$ cat src/rtl/prog_mem_loader_pkg.sv
// Shared definitions for the program memory loader: FSM states, fill value and the
// control-unit opcodes that consume an operand byte.
package prog_mem_loader_pkg;

  typedef enum logic [1:0] {
    StClear = 2'd0,
    StLoad  = 2'd1,
    StRun   = 2'd2
  } state_e;

  localparam logic [7:0] NopInstr = 8'hFF;

  localparam logic [3:0] OpClr  = 4'hA;
  localparam logic [3:0] OpLoad = 4'hB;
  localparam logic [3:0] OpJmp  = 4'hC;
  localparam logic [3:0] OpJc   = 4'hD;

  // Ops whose second byte is fetched from the data port.
  function automatic logic is_two_cycle(input logic [7:0] instr);
    return (instr[7:4] == OpLoad) || (instr[7:4] == OpJmp) || (instr[7:4] == OpJc);
  endfunction

endpackage

$ cat src/rtl/prog_mem_loader_if.sv
// Bus between the control unit / byte-stream loader (master) and the program memory (slave).
interface prog_mem_loader_if #(
  parameter int unsigned AW = 8,
  parameter int unsigned DW = 8
);
  logic [AW-1:0] address;
  logic [DW-1:0] instruction;
  logic [DW-1:0] data;
  logic          cpu_hold;
  logic          load_en;
  logic          load_valid;
  logic [DW-1:0] load_byte;
  logic          load_ready;
  logic [AW:0]   prog_len;
  logic          busy;

  modport master (
    output address, load_en, load_valid, load_byte,
    input  instruction, data, cpu_hold, load_ready, prog_len, busy
  );

  modport slave (
    input  address, load_en, load_valid, load_byte,
    output instruction, data, cpu_hold, load_ready, prog_len, busy
  );
endinterface

$ cat src/rtl/prog_mem_array.sv
// 2**AW x DW storage: one synchronous write port, registered reads of addr and addr+1.
module prog_mem_array #(
  parameter int unsigned AW = 8,
  parameter int unsigned DW = 8
) (
  input  logic          clk_i,
  input  logic          we_i,
  input  logic [AW-1:0] waddr_i,
  input  logic [DW-1:0] wdata_i,
  input  logic [AW-1:0] raddr_i,
  output logic [DW-1:0] rdata0_o,
  output logic [DW-1:0] rdata1_o
);
  localparam int unsigned Depth = 2 ** AW;

  logic [DW-1:0] mem_q [Depth];
  logic [AW-1:0] raddr1;
  logic [DW-1:0] rdata0_d, rdata0_q;
  logic [DW-1:0] rdata1_d, rdata1_q;

  // addr+1 wraps naturally at AW bits.
  always_comb begin
    raddr1   = raddr_i + 1'b1;
    rdata0_d = mem_q[raddr_i];
    rdata1_d = mem_q[raddr1];
  end

  always_ff @(posedge clk_i) begin
    if (we_i) begin
      mem_q[waddr_i] <= wdata_i;
    end
    rdata0_q <= rdata0_d;
    rdata1_q <= rdata1_d;
  end

  assign rdata0_o = rdata0_q;
  assign rdata1_o = rdata1_q;

endmodule

$ cat src/rtl/prog_mem_loader.sv
// Program memory with a byte-stream loader: sweeps to NOP, optionally loads a program,
// then serves instruction/operand fetches while the CPU runs.
module prog_mem_loader
  import prog_mem_loader_pkg::*;
#(
  parameter int unsigned   AW    = 8,
  parameter int unsigned   DEPTH = 256,
  parameter int unsigned   DW    = 8,
  parameter logic [DW-1:0] NOP   = DW'(NopInstr)
) (
  input logic               clk,
  input logic               rst,
  prog_mem_loader_if.slave  mem_bus
);
  localparam int unsigned PtrW = AW + 1;

  state_e          state_q, state_d;
  logic [AW:0]     ptr_q, ptr_d;
  logic [AW:0]     prog_len_q, prog_len_d;
  logic            sel_q, sel_d;

  logic            full;
  logic            accept;
  logic            we;
  logic [DW-1:0]   wdata;
  logic [DW-1:0]   rd_instr;
  logic [DW-1:0]   rd_data;

  // ptr reaching DEPTH sets the top bit.
  assign full   = ptr_q[AW];
  assign accept = (state_q == StLoad) && mem_bus.load_en && mem_bus.load_valid && !full;
  assign we     = (state_q == StClear) || accept;
  assign wdata  = (state_q == StClear) ? NOP : mem_bus.load_byte;

  always_comb begin
    state_d    = state_q;
    ptr_d      = ptr_q;
    prog_len_d = prog_len_q;
    // Read data registered this cycle is only exposed if it was fetched while running.
    sel_d      = (state_q == StRun);
    unique case (state_q)
      StClear: begin
        if (ptr_q == PtrW'(DEPTH - 1)) begin
          ptr_d   = '0;
          state_d = mem_bus.load_en ? StLoad : StRun;
        end else begin
          ptr_d = ptr_q + 1'b1;
        end
      end
      StLoad: begin
        if (!mem_bus.load_en) begin
          state_d    = StRun;
          prog_len_d = ptr_q;
        end else if (accept) begin
          ptr_d = ptr_q + 1'b1;
        end
      end
      StRun: begin
        if (mem_bus.load_en) begin
          state_d = StClear;
          ptr_d   = '0;
        end
      end
      default: begin
        state_d = StClear;
        ptr_d   = '0;
      end
    endcase
  end

  always_ff @(posedge clk) begin
    if (rst) begin
      state_q    <= StClear;
      ptr_q      <= '0;
      prog_len_q <= '0;
      sel_q      <= 1'b0;
    end else begin
      state_q    <= state_d;
      ptr_q      <= ptr_d;
      prog_len_q <= prog_len_d;
      sel_q      <= sel_d;
    end
  end

  prog_mem_array #(
    .AW (AW),
    .DW (DW)
  ) u_array (
    .clk_i    (clk),
    .we_i     (we),
    .waddr_i  (ptr_q[AW-1:0]),
    .wdata_i  (wdata),
    .raddr_i  (mem_bus.address),
    .rdata0_o (rd_instr),
    .rdata1_o (rd_data)
  );

  assign mem_bus.instruction = sel_q ? rd_instr : NOP;
  assign mem_bus.data        = sel_q ? rd_data : '0;
  assign mem_bus.cpu_hold    = (state_q != StRun);
  assign mem_bus.busy        = (state_q == StClear);
  assign mem_bus.load_ready  = (state_q == StLoad) && !full;
  assign mem_bus.prog_len    = prog_len_q;

endmodule

$ cat src/flat_wrapper.sv
// flat-port wrapper written by rule: the top's interface ports become plain ports
module prog_mem_loader_flat import prog_mem_loader_pkg::*;
#(
  parameter int unsigned   AW    = 8,
  parameter int unsigned   DEPTH = 256,
  parameter int unsigned   DW    = 8,
  parameter logic [DW-1:0] NOP   = DW'(NopInstr)
)
  (clk, rst, mem_bus_address, mem_bus_load_en, mem_bus_load_valid, mem_bus_load_byte, mem_bus_instruction, mem_bus_data, mem_bus_cpu_hold, mem_bus_load_ready, mem_bus_prog_len, mem_bus_busy);
  prog_mem_loader_if #(.AW(AW), .DW(DW)) mem_bus_i ();
  input logic clk;
  input logic rst;
  input wire logic [$bits(mem_bus_i.address)-1:0] mem_bus_address;
  input wire logic [$bits(mem_bus_i.load_en)-1:0] mem_bus_load_en;
  input wire logic [$bits(mem_bus_i.load_valid)-1:0] mem_bus_load_valid;
  input wire logic [$bits(mem_bus_i.load_byte)-1:0] mem_bus_load_byte;
  output wire logic [$bits(mem_bus_i.instruction)-1:0] mem_bus_instruction;
  output wire logic [$bits(mem_bus_i.data)-1:0] mem_bus_data;
  output wire logic [$bits(mem_bus_i.cpu_hold)-1:0] mem_bus_cpu_hold;
  output wire logic [$bits(mem_bus_i.load_ready)-1:0] mem_bus_load_ready;
  output wire logic [$bits(mem_bus_i.prog_len)-1:0] mem_bus_prog_len;
  output wire logic [$bits(mem_bus_i.busy)-1:0] mem_bus_busy;
  assign mem_bus_i.address = mem_bus_address;
  assign mem_bus_i.load_en = mem_bus_load_en;
  assign mem_bus_i.load_valid = mem_bus_load_valid;
  assign mem_bus_i.load_byte = mem_bus_load_byte;
  assign mem_bus_instruction = mem_bus_i.instruction;
  assign mem_bus_data = mem_bus_i.data;
  assign mem_bus_cpu_hold = mem_bus_i.cpu_hold;
  assign mem_bus_load_ready = mem_bus_i.load_ready;
  assign mem_bus_prog_len = mem_bus_i.prog_len;
  assign mem_bus_busy = mem_bus_i.busy;
  prog_mem_loader #(.AW(AW), .DEPTH(DEPTH), .DW(DW), .NOP(NOP)) u_core (.clk(clk), .rst(rst), .mem_bus(mem_bus_i));
endmodule
$ cat config.mk
export PLATFORM = sky130hd
export DESIGN_NAME = prog_mem_loader_flat
export DESIGN_NICKNAME = d
export VERILOG_FILES = /design/src/rtl/prog_mem_loader_pkg.sv /design/src/rtl/prog_mem_loader_if.sv /design/src/rtl/prog_mem_array.sv /design/src/rtl/prog_mem_loader.sv /design/src/flat_wrapper.sv
export SDC_FILE = /design/constraint.sdc
export NUM_CORES = 2
export LEC_CHECK = 0
export BUFFER_PORTS_ARGS = -buffer_cell sky130_fd_sc_hd__buf_2
export CAP_MARGIN = 5
export CORE_MARGIN = 8
export CORE_UTILIZATION = 40
export DETAILED_ROUTE_END_ITERATION = 10
export PLACE_DENSITY = 0.59
export SETUP_SLACK_MARGIN = 0.3
export SYNTH_ARGS = -nofsm -noshare
export SYNTH_HDL_FRONTEND = slang
export SYNTH_SLANG_ARGS = --single-unit
$ cat constraint.sdc
create_clock -name clk -period 3.1 [get_ports clk]
set_clock_uncertainty 0.05 [all_clocks]
set_input_delay 0.62 -clock clk [delete_from_list [all_inputs] [get_ports clk]]
set_output_delay 0.62 -clock clk [all_outputs]
set_load 0.01 [all_outputs]
==> reports/summary.md <==
The root buffer cell chosen for the clock tree is clkbuf_16. Setup repair after global routing could not meet its margin everywhere. Across all layers, the routed design uses 61,212 vias. In this run the static leakage power is 37.82 nW. The number of antenna violations at the first check in global routing was 13. The floorplan step defined a die boundary enclosing 260,300 um^2. For this run, the top clock speed supported by timing is 0.3528 GHz. Pin placement for this block handled 48 I/O pins.

In this run, the number of DRC markers left after iteration 0 of detailed routing was 8,824. The flow ran to the end, and the final reports show no timing, DRC or antenna violations. The number of hold violations in the final report was 0; the clock latency at the later pin of the worst-skew pair was 0.88 ns. The number of max-slew violations in the final report is 0, and the transition at the pin with the smallest max-transition slack is 1.061 ns. The worst setup path is launched from an input port.

The startpoint of the most critical hold path was mem_bus_load_byte[0]. The worst-case clock buffer depth was 3; the post-layout minimum cycle time was 2.834 ns. Critical path class: in2reg. After floorplanning, the core was sized to cover 243,000 um^2.

In the layout the commonest cells are edfxtp_1 (2,048), mux4_2 (977), buf_4 (795). Leading register cell type out of synthesis: edfxtp_1. TritonCTS built the clock tree. Once the floorplan was initialized, standard cells occupied 40.20% of the core.

The number of nets produced by synthesis came out at 5,462. The detailed placer's ending HPWL was 237,000 um; the ratio of total power to cell area was 555.8 nW/um^2. Entering global routing, the biggest net connects 125 pins. Walking the worst path, the cells encountered are buf_8 > ha_4 > buf_4 > buf_12 > buf_4 > mux4_2 > mux2i_1 > a221o_1 > a31oi_1 > a32oi_1 > a21oi_1.

The number of filler cells placed in the layout is 20,171, and the post-route antenna net violation count is 0. VDD sags by at most 0.6492 mV. The worst path uses 91.42% of the clock period. The clock input transition at the sequential cells of the worst setup and hold paths was 0.06 ns; the number of max-cap violations was 0. The tightest min-delay check is of the in2reg type. The synthesized flop and latch total is 2,085, and the number of global-route vias before repair is 60,871. The cell seen most often among critical-path stages was buf_4. Sorting the synthesized cells by area gives the leading types as edfxtp_1 (63%), mux4_2 (23%), mux2i_1 (2.8%).

The total routing usage reported by global routing was 25.33%; the count of flip-flops with a built-in enable after synthesis was 2,048. Data arrives at the worst endpoint at 3.55 ns. During synthesis, Yosys emitted a total of 0 warnings.

The port buffer count works out to 47. The total standard cell area after synthesis is 97,680 um^2, and the routed length per placed instance is 34.81 um. The number of buffers created by CTS is 220, and the layout overhead on the synthesized area is 19.26%. Cells with a size suffix above 1 make up 37.72% of the layout. The worst register-to-register path begins at u_core.state_q[1]. The total overflow left after global routing is 0. The width of the die was 510.2 um; the via-per-instance ratio was 6.366. Counting every instance in the synthesized netlist gives 5,435. The worst reg2reg path depth is 8. The fraction of the yosys area taken by sequential cells was 63.72%. For the DRC violation count after routing, the log shows 0. The synthesized design devotes to its leading area cell type 62.96% of total area. The H-tree generated during clock tree synthesis spans 4 levels.

From bottom edge to top edge, the die measures 510.2 um. The highest net fanout along the worst path was 18. The final weighted congestion of routability-driven global placement came out at 0.9550. The tools report the wire length of the first global-routing pass as 470,000 um.

The tools report the final total power as 64.75 mW. Average size of a mapped cell: 17.97 um^2. The endpoint identified for the worst register-to-register timing path is u_core.u_array.mem_q[96][0]. The pre-antenna-repair detailed-routing pass consisted of 8 iterations. The tools report the final-layout worst hold slack as 0.1466 ns.

Counting distinct cell types in the post-synthesis netlist gives 64. The clock sink total is 2,085, and the worst hold path depth is 2. On the critical path, the stage with the largest delay is an instance of mux2i_1. Largest incremental delay on the critical path: 0.59 ns.

Most common library cell in the layout ignoring fill and taps: edfxtp_1. The final layout net count came out at 6,246. Setup violations remaining at the end of the flow were counted as 0. In this run the tightest slew margin relative to its limit is 29.04%. The top cell type by total area after synthesis was edfxtp_1. The tools report the category of the worst setup path capture point as a flop. The worst hold path terminates at u_core.u_array.mem_q[174][0].

Across all register-to-register paths, the minimum setup slack is 0.33 ns. After synthesis, the share of flip-flops with an asynchronous set or reset is 0%. In this run the core area contains 181 standard-cell rows. For the worst setup path, the data required time is 3.82 ns.

The final layout contains routed wiring with a total length of 334,700 um.
[area by class of cell]
| class | count | area, um^2 | share of cell area, % |
|---|---|---|---|
| Antenna cell | 14 | 35.03 | 0.03007 |
| Multi-Input combinational cell | 2911 | 33600 | 28.84 |
| Clock buffer | 251 | 5653 | 4.853 |
| Sequential cell | 2085 | 62240 | 53.43 |
| Tap cell | 3202 | 4006 | 3.439 |
| Timing Repair Buffer | 992 | 9218 | 7.913 |
| Inverter | 9 | 33.78 | 0.02900 |
| Clock inverter | 152 | 1703 | 1.462 |
[cells by family after synthesis]
group	synth area share, %
AO/OA/AOI/OAI	3.063
XOR/XNOR	0.1934
adder cells (fa/ha/maj)	0.08966
buffers and inverters	2.336
flip-flops	63.72
multiplexers	25.30
AND/OR/NAND/NOR	5.294
[registers in the layout, summed over array words and instances, names as in the netlist]
register / cells
u_core.u_array.mem_q: 2048
u_core.mem_bus.prog_len: 9
u_core.ptr_q: 9
u_core.u_array.rdata0_o: 8
u_core.u_array.rdata1_o: 8
u_core.state_q: 2
u_core.sel_q: 1
[per-layer routing]
layer	global-route usage [%]	wire length (um)	up-vias
met4	13.15	20180	8
met2	37.92	148900	3954
met5	0	57	-
met1	34.21	128400	32260
met3	6.648	37130	717
li1	-	-	24273
[per-stage QoR]
stage	std cells	setup TNS (ns)	instance area, um^2	util [%]	setup slack (ns)
after floorplan	5435	-313.05	97680	-	-0.1529
after global placement	9194	-10.22	108800	44.78	-1.586
after detailed placement	9195	-9.216	108800	44.78	-0.7673
after CTS	9600	0	116200	47.84	0.3031
after global routing	9604	0	116500	47.93	0.1670
final	9616	0	116500	47.94	0.2659
[how the worst max path moves through the flow]
stage | start | cells past startpoint | slack (ns) | endpoint
2_1_floorplan | u_core.state_q[1] | 3 | -0.15 | u_core.u_array.mem_q[0][0]
3_3_place_gp | mem_bus_address[1] | 14 | -1.59 | u_core.u_array.rdata1_o[3]
3_5_place_dp | mem_bus_address[1] | 12 | -0.77 | u_core.u_array.rdata1_o[0]
4_1_cts | u_core.state_q[1] | 7 | 0.30 | u_core.u_array.mem_q[21][2]
5_1_grt | u_core.state_q[1] | 8 | 0.17 | u_core.u_array.mem_q[240][1]
6_report | mem_bus_address[1] | 11 | 0.27 | u_core.u_array.rdata1_o[3]
[where the power goes]
| part | switching (mW) | internal (mW) |
|---|---|---|
| clock | 11.5 | 15.5 |
| sequential | 0.0333 | 30.5 |
| combinational | 4.04 | 3.15 |
| total | 15.6 | 49.1 |
[critical path: cells and delay by family]
family	cells	cell delay [ns]
mux	2	1.12
compound gates	4	0.62
fa+ha+maj	1	0.32
buf+inv	4	0.82
[cells in the mapped netlist (all sizes together) (39+ instances only)]
cell,instances
edfxtp,2048
mux4,977
nand2,553
nor2,330
buf,284
mux2i,270
nand3,199
clkbuf,146
a22oi,80
a31oi,59
o21ai,54
a32oi,39
o22ai,39
[timing repair]
action,CTS,global route
endpoints found under the setup margin,54,444
pin swaps,0,0
gates cloned,0,1
resized for setup,15,56
setup buffers,0,1
endpoints found under the hold margin,13,0
hold buffers,2,0
Power figures use the tool's default switching activity.
